<file path="config.mk">
export PLATFORM = sky130hd
export DESIGN_NAME = multiplier_16x16b_iter
export DESIGN_NICKNAME = d
export VERILOG_FILES = /design/src/rtl/multiplier_16x16b_iter.sv
export SDC_FILE = /design/constraint.sdc
export NUM_CORES = 1
export LEC_CHECK = 0
export CAP_MARGIN = 30
export CORE_UTILIZATION = 55
export DETAILED_ROUTE_END_ITERATION = 7
export HOLD_SLACK_MARGIN = 0.08
export PLACE_DENSITY_LB_ADDON = 0.1
export SLEW_MARGIN = 20
export SYNTH_ARGS = -nofsm -noshare
export SYNTH_HDL_FRONTEND = slang
export SYNTH_SLANG_ARGS = --single-unit
</file>
<file path="constraint.sdc">
create_clock -name clk -period 4.4 [get_ports clk]
set_input_delay 0.88 -clock clk [delete_from_list [all_inputs] [get_ports clk]]
set_output_delay 0.88 -clock clk [all_outputs]
set_load 0.05 [all_outputs]
</file>
<file path="src/rtl/multiplier_16x16b_iter.sv">
// Iterative 16x16 -> 16-bit (low half) multiplier with val/rdy handshakes.
// Two multiplier bits are retired per cycle through a combinational 2x16
// partial-product unit, so every operation takes exactly 8 CALC cycles.

// Combinational 2x16 partial product: prod = in0 * in1 (mod 2^16).
module Multiplier_2x16b_GL (
    input  logic [15:0] in0,
    input  logic [1:0]  in1,
    output logic [15:0] prod
);

    // Select 0, in0, 2*in0 or 3*in0 from the two multiplier bits.
    always_comb begin
        prod = 16'h0000;
        case (in1)
            2'd0:    prod = 16'h0000;
            2'd1:    prod = in0;
            2'd2:    prod = in0 << 1;
            2'd3:    prod = in0 + (in0 << 1);
            default: prod = 16'h0000;
        endcase
    end

endmodule

module multiplier_16x16b_iter (
    input  logic        clk,
    input  logic        rst,
    input  logic        in_val,
    output logic        in_rdy,
    input  logic [15:0] in0,
    input  logic [15:0] in1,
    output logic        out_val,
    input  logic        out_rdy,
    output logic [15:0] prod
);

    typedef enum logic [1:0] {
        IDLE = 2'd0,
        CALC = 2'd1,
        DONE = 2'd2
    } state_t;

    state_t      state;
    state_t      state_nxt;

    // Only the low 16 bits of the product are kept, and those are identical
    // for signed and unsigned operands, so the datapath stays unsigned.
    logic [15:0] a;
    logic [15:0] b;
    logic [15:0] acc;
    logic [2:0]  cnt;
    logic [15:0] pp;

    Multiplier_2x16b_GL u_pp (
        .in0  (a),
        .in1  (b[1:0]),
        .prod (pp)
    );

    // State register; reset always returns to IDLE, aborting any operation.
    always_ff @(posedge clk) begin
        if (rst) begin
            state <= IDLE;
        end else begin
            state <= state_nxt;
        end
    end

    // Next-state and handshake decode; outputs depend on state only.
    always_comb begin
        state_nxt = state;
        in_rdy    = 1'b0;
        out_val   = 1'b0;
        case (state)
            IDLE: begin
                in_rdy = 1'b1;
                if (in_val) begin
                    state_nxt = CALC;
                end
            end
            CALC: begin
                // Fixed 8 iterations; no early exit when b runs out of ones.
                if (cnt == 3'd7) begin
                    state_nxt = DONE;
                end
            end
            DONE: begin
                out_val = 1'b1;
                if (out_rdy) begin
                    state_nxt = IDLE;
                end
            end
            default: begin
                state_nxt = IDLE;
            end
        endcase
    end

    // Shift-and-add datapath: load on accept, accumulate while in CALC, hold otherwise.
    always_ff @(posedge clk) begin
        if (rst) begin
            a   <= 16'h0000;
            b   <= 16'h0000;
            acc <= 16'h0000;
            cnt <= 3'd0;
        end else begin
            case (state)
                IDLE: begin
                    if (in_val) begin
                        a   <= in0;
                        b   <= in1;
                        acc <= 16'h0000;
                        cnt <= 3'd0;
                    end
                end
                CALC: begin
                    acc <= acc + pp;
                    a   <= a << 2;
                    b   <= b >> 2;
                    cnt <= cnt + 3'd1;
                end
                default: begin
                    a   <= a;
                    b   <= b;
                    acc <= acc;
                    cnt <= cnt;
                end
            endcase
        end
    end

    assign prod = acc;

endmodule

</file>
Yosys cells after proc, flatten, opt, wreduce, memory -nomap -nowiden
Index checks and enable logic that the tools add are counted.

Register bits after elaboration: 53. Bits in latches: 0. RAM bits: 0. ROM bits: 0. Output and inout port bits: 18. Word-level logic and storage cells: 37. Memories: 0.

$add $sub $neg: 3. Multiply operators: 0. Div/mod/pow operators: 0. Magnitude comparators: 0. Equality and inequality tests: 9. Shifts and indexed selects: 0. Multiplexer cells: 15. Bitwise logic cells: 0. Reduce and logical (&&, ||, !) cells: 5.

Operators by type and width (count): 16-bit one-hot mux with 2 select lines (3); 16-bit one-hot mux with 4 select lines (1); 16-bit 2-to-1 mux (3); 16-bit adder (2); 2-bit equality test, second input constant (3); 2-bit 2-to-1 mux (3); 2-bit != test, second input constant (3); 2-bit one-hot mux with 3 select lines (1); 3-bit one-hot mux with 2 select lines (1); 2-bit by 1-bit equality test with 1-bit output, second input constant (2); 2-bit zero test (2); 3-bit by 1-bit adder with 3-bit output, second input constant (1); 3-bit equality test, second input constant (1); 3-bit 2-to-1 mux (1); 3-bit AND reduction (1); 1-bit 2-to-1 mux (2); 2-bit AND reduction (1); 2-bit nonzero test (1).

Longest topological paths before layout
Gate-level depths: netlist of the first run.

Word-level depth: 4. Mapped depth: 19. Depth with buffers taken out: 19.

Cells and area by module
Synthesis of the first run repeated with hierarchy kept, for this count alone.

Cells, all modules: 476. Area, all modules: 3744.8 sq um.

By module, submodules not included: multiplier_16x16b_iter (instances 1, cells an instance 347, area an instance 2801.4 sq um, sequential area each 1061.0 sq um); Multiplier_2x16b_GL (instances 1, cells an instance 129, area an instance 943.4 sq um, sequential area each 0.0 sq um).

Worst setup path after synthesis of the first run
Ideal clock, no wire load.

Kind: reg2reg. Start: register a[1]. End: register acc[15] (netlist: prod[15]). Arrival: 3.681 ns. Slack: 0.596 ns. Cell stages (with the launch flop): 20. Path buffers: 0. Period minus slack after synthesis: 3.804 ns. Cell sequence: dfxtp_1 -> ha_1 -> fa_1 -> a211oi_1 -> nor2_1 -> o21ai_0 -> nand2b_1 -> a21o_1 -> a21oi_1 -> xor2_1 -> o221ai_1 -> ha_1 -> and2_1 -> o31ai_1 -> a21oi_1 -> a21oi_1 -> a31oi_1 -> xnor2_1 -> a21oi_1 -> o22ai_1.

Word-level cells in the longest chain between the ends: 4.

RTL lines: start, declared (line 49) `logic [15:0] a;`; start signal, assigned (line 111) `a <= in0;`; start signal, assigned (line 119) `a <= a << 2;`; 16-bit adder (line 19) `2'd3: prod = in0 + (in0 << 1);`; 16-bit one-hot mux with 4 select lines * (line 15) `case (in1)`; 16-bit adder * (line 118) `acc <= acc + pp;`; 16-bit one-hot mux with 2 select lines * (line 108) `case (state)`; end signal, assigned (line 118); end, declared (line 51) `logic [15:0] acc;`.

Every way passes the cells marked *; elsewhere a longest branch is shown, timed or not. A chain may end at the register's enable or synchronous reset.

Worst setup path in the final report of the first run
Start: register a[2]. End: register acc[15] (netlist: prod[15]).

Same word-level chain as after synthesis.

==> results.tsv, run 1 <==
stage	metric	value	unit
power_and_ir_drop	peak supply drop	0.1765	mV
yosys	Synth Net Count	550	
critical_path	critical path fanouts, max	7	
detailed_routing	WL final	8739	um
critical_path	CP required	4.59	ns
timing	Max Freq	245.6	MHz
timing	Final Hold Viols	0	
yosys	Synth area leaders	dfxtp_1 28%, ha_1 10%, nor2_1 9.3%	
yosys	Gate Count Post-Synth	481	
layout	Antenna Cells	0	
clock_tree	H-tree depth	2	
detailed_routing	detailed-route via count	3593	
timing	slew margin rel.	62.65	%
yosys	most numerous cell in the Yosys netlist	nor2_1	
timing	min Tclk post-route	4.071	ns
yosys	top cell type's share of synthesized area	28.29	%
layout	area grow syn2layout	19.15	%
timing	clock skew	0.01106	ns
min_path	worst min path class	flip-flop to flip-flop	
floorplanning	die area	7152	um2
timing	worst-margin pin slew	0.5603	ns
critical_path	crit path kind	flip-flop to flip-flop	
timing	final setup vio count	0	
critical_path	slowest CP cell	dfxtp_1	
grt	All-Layer GR Usage	25.32	%
grt	initial antenna violation count	0	
yosys	Syn Area/Cell	7.796	um2
timing	Sum Neg Setup Slack	0	ns
yosys	number of flops mapped to enable cells by yosys	0	
floorplanning	Core Box Area	6459	um2
critical_path	most frequent CP cell	a21oi_1	
job	Max-Cap Viols	0	
timing	Final Slew Violations	0	
yosys	post-synthesis mux area share	2.402	%
yosys	Post-synth top cells	93 x nor2_1, 53 x dfxtp_1, 45 x nand2_1, 31 x ha_1, 30 x a21oi_1	
grt	largest net degree at the start of global routing	44	
clock_tree	Clk pin slew, worst setup/hold paths	0.10	ns
placed_design	GP Congestion	0.9419	
critical_path	reg2reg setup slack	0.33	ns
layout	non-filler instance count after layout	600	
yosys	synth unique cells	45	
clock_tree	CTS max path bufs	2	
timing	final period utilization	92.53	%
floorplanning	Die W	84.57	um
layout	utilization after layout	69.18	%
critical_path	critical path's largest stage delay	0.48	ns
yosys	synthesized area	3750	um2
yosys	XOR/XNOR Fraction of Synth Area	5.839	%
yosys	Synth area leader	dfxtp_1	
yosys	Synth Area in Simple Gates	20.69	%
run_status	status	finished with violations	
timing	final worst setup slack	0.3288	ns
yosys	Synth Area in Compound Gates	27.36	%
layout	# nets final	592	
timing	RSZ-0062 raised after global routing	no	
critical_path	CP arrival	4.26	ns
clock_tree	clk sinks	53	
placed_design	Post-Place Setup Slack	0.2081	ns
min_path	WHS Path Cells	2	
placed_design	IO Port Bufs	53	
detailed_routing	DR iter-0 viols	310	
yosys	Synth Area in Adders	11.41	%
floorplanning	starting density of the core	58.06	%
detailed_routing	Final ANT Viol Nets	0	
detailed_routing	DR WL/cell	14.57	um
detailed_routing	DRC	5	
placed_design	dpl cells	592	
floorplanning	I/O pin count	54	
clock_tree	CTS Buf Count	5	
placed_design	Post-DP HPWL	6428	um
detailed_routing	DR vias/cell	5.988	
yosys	Primary FF master, synth	dfxtp_1	
layout	# fillers	541	
critical_path	startpoint types	flip-flop	
critical_path	CP bufs+invs	0	
critical_path	Largest delay share family, worst path	compound AO/OA/AOI/OAI gates	
floorplanning	Die H	84.57	um
detailed_routing	First-pass DRT Iterations	7	
yosys	#FFs+latches synth	53	
critical_path	CP Cell Sequence	ha_1 -> a21o_1 -> a21o_1 -> a2111oi_4 -> nor2_1 -> a21oi_2 -> xnor2_1 -> mux2_2 -> a22o_1 -> ha_1 -> and3_1 -> o31ai_2 -> a21oi_1 -> a21oi_1 -> a31oi_1 -> xnor2_1 -> a21oi_1 -> o22ai_1	
yosys	largest family of logic cells by synthesized area	compound AO/OA/AOI/OAI gates	
min_path	hold path endpoint	b[2]	
critical_path	R2R depth	18	
clock_tree	CTS tree	built	
yosys	yosys warns	0	
yosys	Seq/Total Area, Yosys	28.29	%
grt	GR Overflow Total	0	
run_status	violated checks	design-rule violations	
grt	vias in the first global route	3373	
clock_tree	clk_lat worst skew	0.31	ns
min_path	min-delay src	b[4]	
grt	global-route wire length before repair	14970	um
clock_tree	hold_buf cts	0	
clock_tree	clock root buffer	clkbuf_8	
critical_path	R2R Path End	prod[15]	
layout	layout cell share with drive strength beyond 1	6.310	%
power_and_ir_drop	Leakage	1.967	nW
critical_path	RR Startpoint	a[2]	
critical_path	Critical Path End Type	flip-flop	
floorplanning	# rows	29	
power_and_ir_drop	Power Density	284.7	nW/um2
yosys	Post-synth ARST share	0	%
==> worst reg2reg max path: stages (launching register included) <==
cell,delay [ns]
dfxtp_1,0.48
ha_1,0.29
a21o_1,0.18
a21o_1,0.23
a2111oi_4,0.38
nor2_1,0.11
a21oi_2,0.17
xnor2_1,0.08
mux2_2,0.27
a22o_1,0.18
ha_1,0.33
and3_1,0.23
o31ai_2,0.21
a21oi_1,0.10
a21oi_1,0.20
a31oi_1,0.14
xnor2_1,0.15
a21oi_1,0.15
o22ai_1,0.09
==> worst max-delay path by stage <==
stage	startpoint	to	slack (ns)	cells after the start
floorplan	a[1]	prod[15]	0.60	19
global placement	a[1]	prod[15]	0.35	19
detailed placement	a[1]	prod[15]	0.21	19
CTS	a[1]	prod[15]	0.11	19
global route	a[0]	prod[15]	0.003	19
finish	a[2]	prod[15]	0.33	18
==> report_power, final <==
part           total [mW]  switching (mW)  internal, mW
clock network       0.335           0.166         0.169
registers           0.552          0.0396         0.513
logic               0.385           0.207         0.177
total                1.27           0.413         0.859
==> flip-flops by register name, summed over array words and instances (netlist names) <==
| signal | count |
|---|---|
| a | 16 |
| state | 2 |
| cnt | 3 |
| b | 16 |
| prod | 16 |
==> metal layers <==
layer	vias to the layer above	global-route usage, %	part of all wire (%)
met1	1688	31.82	46
met2	82	45.60	48
met3	9	3.540	4.3
met5	-	0	0
li1	1814	-	-
met4	0	6.163	1.1
==> placed cells by master, fill, tap and decap left out, types with 11 or more instances in the layout <==
master           instances
xnor2_1                 13
nand2_1                 45
a22o_1                  15
o21ai_0                 13
xor2_1                  12
a22oi_1                 14
ha_1                    31
nor3_1                  15
inv_1                   11
a21oi_1                 30
clkdlybuf4s50_1         53
a311oi_1                14
a2bb2oi_1               12
dfxtp_1                 52
nor2_1                  92
==> per-stage QoR <==
step | total power, mW | area (um2) | hold slack (ns)
finish | 1.272 | 4468 | 0.4795
global placement | 0.9299 | 4342 | 0.4610
detailed placement | 0.9414 | 4342 | 0.4701
floorplan | 0.8351 | 3750 | 0.4436
global route | 1.344 | 4468 | 0.5099
CTS | 1.279 | 4449 | 0.4846
==> cell families (layout without fill, tap and decap cells) <==
| family | count (synthesis) | in the layout |
|---|---|---|
| flip-flops | 53 | 53 |
| multiplexers | 8 | 8 |
| buffers and inverters | 40 | 82 |
| adder cells (fa/ha/maj) | 33 | 33 |
| XOR/XNOR | 25 | 25 |
| AO/OA/AOI/OAI | 140 | 140 |
| AND/OR/NAND/NOR | 182 | 182 |
==> area by class of cell <==
| cell class | instances | area, um2 | area share [%] |
|---|---|---|---|
| tap | 77 | 96.34 | 2.156 |
| inverter | 12 | 45.04 | 1.008 |
| multi-input combinational | 388 | 2551 | 57.10 |
| clock buffer | 5 | 68.82 | 1.540 |
| sequential | 53 | 1062 | 23.77 |
| clock inverter | 2 | 38.79 | 0.8681 |
| timing repair buffer | 63 | 605.6 | 13.55 |
==> what timing repair did <==
action | in CTS | in global routing
endpoints found under the setup margin | 0 | 4
buffers inserted | 0 | 1
hold endpoints to repair | 0 | 0
resized for setup | 0 | 3
Note: power is estimated with default switching activity, not from simulation.
==> run 2, diff against run 1 <==
--- a/config.mk
+++ b/config.mk
@@ -8,9 +8,10 @@
 export CAP_MARGIN = 30
 export CORE_UTILIZATION = 55
 export DETAILED_ROUTE_END_ITERATION = 7
-export HOLD_SLACK_MARGIN = 0.08
+export HOLD_SLACK_MARGIN = 0.15
 export PLACE_DENSITY_LB_ADDON = 0.1
 export SLEW_MARGIN = 20
 export SYNTH_ARGS = -nofsm -noshare
 export SYNTH_HDL_FRONTEND = slang
 export SYNTH_SLANG_ARGS = --single-unit
+export TNS_END_PERCENT = 100
==> results of run 2 <==
Same layout as run 1: the final DEF is identical, and so are final timing and power.
==> run 3, diff against run 2 <==
--- a/config.mk
+++ b/config.mk
@@ -6,7 +6,7 @@
 export NUM_CORES = 1
 export LEC_CHECK = 0
 export CAP_MARGIN = 30
-export CORE_UTILIZATION = 55
+export CORE_UTILIZATION = 45
 export DETAILED_ROUTE_END_ITERATION = 7
 export HOLD_SLACK_MARGIN = 0.15
 export PLACE_DENSITY_LB_ADDON = 0.1
==> run 3 against run 2 <==
Against the previous run:
- the flow now finishes without violations
- final area is 0.28% higher
- clock power is 15% lower
- sequential share of layout area about the same
- flip-flop and latch count is the same
- worst setup slack better by 0.0097 ns
- worst hold slack gained 0.0013 ns
- sequential power is essentially flat
- largest cell class unchanged
==> results.tsv, run 3 (synthesis results as in run 1) <==
stage	metric	value	unit
run_status	status	finished, final reports clean	
timing	slew margin rel.	60.53	%
detailed_routing	detailed-route via count	3509	
min_path	WHS Path Cells	2	
layout	layout cell share with drive strength beyond 1	6.489	%
layout	area grow syn2layout	19.49	%
floorplanning	# rows	32	
clock_tree	CTS max path bufs	2	
clock_tree	CTS tree	built	
clock_tree	CTS Buf Count	5	
min_path	min-delay src	b[5]	
placed_design	Post-DP Area	4388	um2
timing	final setup vio count	0	
power_and_ir_drop	peak supply drop	0.1690	mV
clock_tree	Resized Gates After CTS	0	
timing	clock skew	0.009628	ns
critical_path	R2R depth	19	
timing	hold slack	0.4807	ns
layout	post-route cell area	4481	um2
power_and_ir_drop	Leakage	1.964	nW
detailed_routing	DR WL/cell	14.27	um
layout	commonest non-fill, non-tap cell in the layout	nor2_1	
grt	largest net degree at the start of global routing	50	
layout	most frequent cells in the layout	92 x nor2_1, 53 x clkdlybuf4s50_1, 51 x dfxtp_1	
critical_path	critical path's largest stage delay	0.44	ns
critical_path	CP required	4.62	ns
clock_tree	Clk pin slew, worst setup/hold paths	0.11	ns
detailed_routing	WL final	8935	um
clock_tree	hold_buf cts	0	
critical_path	Largest delay share family, worst path	compound AO/OA/AOI/OAI gates	
layout	Antenna Cells	0	
detailed_routing	First-pass DRT Iterations	4	
min_path	worst min path class	flip-flop to flip-flop	
placed_design	Post-DP HPWL	6534	um
layout	# fillers	727	
critical_path	Critical Path End Type	flip-flop	
critical_path	RR Startpoint	a[1]	
grt	GR Overflow Total	0	
floorplanning	Die H	93.29	um
clock_tree	clock root buffer	clkbuf_8	
timing	min Tclk post-route	4.061	ns
power_and_ir_drop	Power Density	272.2	nW/um2
job	Max-Cap Viols	0	
clock_tree	H-tree depth	2	
critical_path	CP arrival	4.28	ns
floorplanning	I/O pin count	54	
clock_tree	clk_lat worst skew	0.32	ns
critical_path	critical path fanouts, max	8	
placed_design	GP Congestion	0.8822	
timing	Final Slew Violations	0	
critical_path	slowest CP cell	fa_1	
timing	Max Freq	246.2	MHz
detailed_routing	DRC	0	
critical_path	CP bufs+invs	0	
timing	Final Hold Viols	0	
critical_path	CP Cell Sequence	ha_1 -> fa_1 -> a211oi_2 -> nor2_1 -> o21ai_0 -> nand2b_1 -> a21o_1 -> a21oi_1 -> xor2_1 -> o221ai_1 -> ha_1 -> and2_1 -> o31ai_1 -> a21oi_1 -> a21oi_1 -> a31oi_1 -> xnor2_1 -> a21oi_1 -> o22ai_1	
floorplanning	Core Box Area	7888	um2
clock_tree	Post CTS Setup Buffer Count	0	
detailed_routing	DR vias/cell	5.605	
clock_tree	clk sinks	53	
critical_path	startpoint types	flip-flop	
detailed_routing	Final ANT Viol Nets	0	
critical_path	most frequent CP cell	a21oi_1	
timing	final period utilization	92.31	%
timing	worst-margin pin slew	0.5898	ns
layout	# nets final	593	
grt	All-Layer GR Usage	22.25	%
floorplanning	die area	8702	um2
critical_path	crit path kind	flip-flop to flip-flop	
grt	vias in the first global route	3442	
placed_design	IO Port Bufs	53	
critical_path	crit path launch	a[1]	
grt	initial antenna violation count	0	
critical_path	Critical Path Stages	19	
layout	utilization after layout	56.81	%
detailed_routing	DR iter-0 viols	174	
floorplanning	starting density of the core	47.54	%
grt	global-route wire length before repair	15630	um
floorplanning	Die W	93.29	um
## run 3: path summary, 6_finish.rpt
kind / to / slack (ns)
worst max register to register: prod[15] / 0.34
worst min-delay path: b[3] / 0.48
worst min register to register: b[3] / 0.48
worst max-delay path: prod[15] / 0.34
## run 3: report_power, final
part / leakage, nW / internal [mW] / switching (mW)
Clock: 0.0402 / 0.110 / 0.173
Sequential: 0.436 / 0.513 / 0.0402
Combinational: 1.49 / 0.178 / 0.205
## run 3: worst reg2reg max path, stage by stage, from the launching register on
cell and delay, ns:
dfxtp_2 0.38, ha_1 0.23, fa_1 0.44, a211oi_2 0.29, nor2_1 0.08, o21ai_0 0.16, nand2b_1 0.10, a21o_1 0.18
a21oi_1 0.18, xor2_1 0.17, o221ai_1 0.13, ha_1 0.34, and2_1 0.18, o31ai_1 0.29, a21oi_1 0.11, a21oi_1 0.19
a31oi_1 0.14, xnor2_1 0.15, a21oi_1 0.15, o22ai_1 0.09
## run 3: area by class of cell
type                            count  area (um2)  area share (%)
Sequential cell                    53        1064           23.74
Multi-Input combinational cell    388        2546           56.83
Clock buffer                        5       68.82           1.536
Clock inverter                      2       16.27          0.3630
Timing Repair Buffer               64       613.1           13.68
Inverter                           12       45.04           1.005
Tap cell                          102       127.6           2.848
## run 3: layer usage
| metal | vias to the layer above | track usage [%] | wire [um] |
|---|---|---|---|
| met3 | 10 | 3.171 | 317 |
| met5 | - | 0 | 0 |
| li1 | 1826 | - | - |
| met1 | 1613 | 28.63 | 4272 |
| met2 | 60 | 38.30 | 4241 |
| met4 | 0 | 6.795 | 104 |
## run 3: metrics by stage
stage          worst slack (ns)    TNS, ns  power, mW  std cells
3_5_place_dp             0.2051          0     0.9445        619
5_1_grt               -0.001874  -0.001874      1.307        626
3_3_place_gp             0.2978          0     0.9365        619
6_report                 0.3385          0      1.219        626
2_1_floorplan            0.5956          0     0.8351        481
4_1_cts                  0.1695          0      1.232        626
==> variant, RTL diff (flow settings as in run 2) <==
The 3 states of `state_t` get a one-hot encoding in 3 bits.
--- a/src/rtl/multiplier_16x16b_iter.sv
+++ b/src/rtl/multiplier_16x16b_iter.sv
@@ -37,6 +37,6 @@
 
-    typedef enum logic [1:0] {
-        IDLE = 2'd0,
-        CALC = 2'd1,
-        DONE = 2'd2
+    typedef enum logic [2:0] {
+        IDLE = 3'b001,
+        CALC = 3'b010,
+        DONE = 3'b100
     } state_t;
Function: no difference found for any inputs over 4 cycles, from zero or initial values and one cycle with rst high; so few cycles prove little.
==> variant against run 2 <==
- the flow still finishes with violations (DRC)
- power fell by 6.4%
- sequential share of layout area rose by 0.32 points
- via count fell by 6.9%
- sequential power rose by 1%
- synthesized area rose by 0.77%
- setup slack got worse by 48 ps
- non-clock buffer count fell by 1
- design area rose by 0.64%
- routed wire length fell by 2.2%
- critical path depth did not move
- count of clock-buffer cells in the layout rose by 1
- sequential cell count rose by 1
- critical path type unchanged
- highest routed layer unchanged
==> variant: results (changes against run 2) <==
| Metric | Value |
|---|---|
| Leak Pwr | 0.00196 uW (-0.38%) |
| Setup Skew | 8.07 ps (-2.99 ps) |
| DP HPWL | 6360 um (-1.0%) |
| GRT Total Usage | 0.251 (-0.00202) |
| IO buf count | 53 (unchanged) |
| Violated checks | DRC |
| Routed length per instance | 15.3 um (+4.8%) |
| First-pass GRT wire length | 14800 um (-1.4%) |
| Placer congestion estimate | 0.913 (-3.1%) |
| Post-route cell area | 0.00450 mm2 (+0.64%) |
| Largest net degree at the start of global routing | 52 (+18%) |
| Yosys cell types | 54 (+20%) |
| Top cells by count, synth | dfxtp_1, nor2_1, a21oi_1 |
| Vias per cell | 5.98 (-0.22%) |
| Pre-CTS setup slack | -27.3 ps (-235 ps) |
| Iter 0 DRT Violations | 124 (-60%) |
| Final worst setup slack | 281 ps (-48.0 ps) |
| Max stage delay on crit path | 430 ps (-50 ps) |
| Post-synthesis sequential area ratio | 0.286 (+0.00314) |
| Max IR drop VDD | 158 uV (-11%) |
| Vias in the first global route | 3216 (-4.7%) |
| Net count after synthesis | 509 (-7.5%) |
| Syn Inst Count | 440 (-8.5%) |
| Fillers | 543 (+0.37%) |
| CP max stage cell | dfxtp_2 |
| Number of gates resized after CTS | 2 (+2) |
| Least-Margin Pin Slew | 599 ps (+38.8 ps) |
| Share of layout cells above drive strength 1 | 0.101 (+0.0384) |
| CP Data Arrival Time | 4360 ps (+100 ps) |
| Remaining DRCs | 4 (-1) |
| DP Cell Count | 550 (-7.1%) |
| Placed instance area | 0.00435 mm2 (+0.23%) |
| Synth async-reset ratio | 0 (unchanged) |
| Outcome | finished with violations |
| Yosys warns | 0 (unchanged) |
==> variant: cell types whose count changed in the layout (fill, tap and decap cells not counted), moves of 7 or more <==
cell | before | now
o21ai_0 | 13 | 5
a311oi_1 | 14 | 0
nor2_1 | 92 | 42
nor2b_1 | 8 | 1
nand2_1 | 45 | 27
xor2_1 | 12 | 5
nand3_1 | 2 | 21
nor3_1 | 15 | 7
mux2i_1 | 0 | 33
a22oi_1 | 14 | 0
a211oi_1 | 5 | 29
a2bb2oi_1 | 12 | 0
==> variant: power breakdown <==
part / total, uW / internal [uW] / switching [uW]
clock network: 307 / 130 / 177
registers: 558 / 522 / 36.9
logic: 325 / 157 / 168
total: 1190 / 809 / 382
==> variant: stage by stage <==
| stage | util | setup TNS (ps) | total power, uW |
|---|---|---|---|
| 4_1_cts | 0.686 | 0 | 1200 |
| 6_report | 0.692 | 0 | 1190 |
| 3_5_place_dp | 0.670 | -27.3 | 887 |
| 2_1_floorplan | - | 0 | 796 |
| 5_1_grt | 0.692 | 0 | 1260 |
| 3_3_place_gp | 0.670 | 0 | 876 |
==> variant: layout make-up <==
class                   instances  area share
well taps                      77      0.0214
multi-input cells             349       0.575
repair buffers                 62       0.132
clock buffers                   6      0.0184
clock inverters                 2     0.00390
inverters                      10     0.00835
flip-flops and latches         54       0.241
==> variant: metal layers <==
metal  GRT usage  routed length [um]  up-vias
met5           0                   0        -
met4      0.0755                  90        0
met3      0.0370                 371        7
met2       0.420                3990       85
met1       0.338                4100     1552
li1            -                   -     1702
==> variant: cells by family (layout without fill, tap and decap cells) <==
kind of cell | Yosys count | count (layout) | synth area share
flip-flops | 54 | 54 | 0.286
buffers and inverters | 37 | 80 | 0.0374
XOR/XNOR | 22 | 22 | 0.0510
AND/OR/NAND/NOR | 129 | 129 | 0.166
AO/OA/AOI/OAI | 122 | 122 | 0.229
multiplexers | 43 | 43 | 0.117
adder cells (fa/ha/maj) | 33 | 33 | 0.113
==> variant: final timing paths <==
check,startpoint,end,slack (ps),depth (start not counted)
worst max-delay path,a[2],prod[15],280,18
worst min-delay path,cnt[1],cnt[1],480,2
worst max register to register,a[2],prod[15],280,18
worst min register to register,cnt[1],cnt[1],480,2
==> variant: worst reg2reg max path: stages (launching register included) <==
cell and delay [ps]:
dfxtp_2 430, ha_1 250, a21o_1 170, a21oi_1 220, o21bai_1 130, a21oi_2 220
xnor2_1 80, mux2_2 260, a22o_1 180, ha_1 360, a21oi_1 170, nand3_1 90
a21oi_1 250, nor3_2 100, o31ai_2 300, o21ai_1 130, and4_4 160, or4_1 390
a31oi_1 160
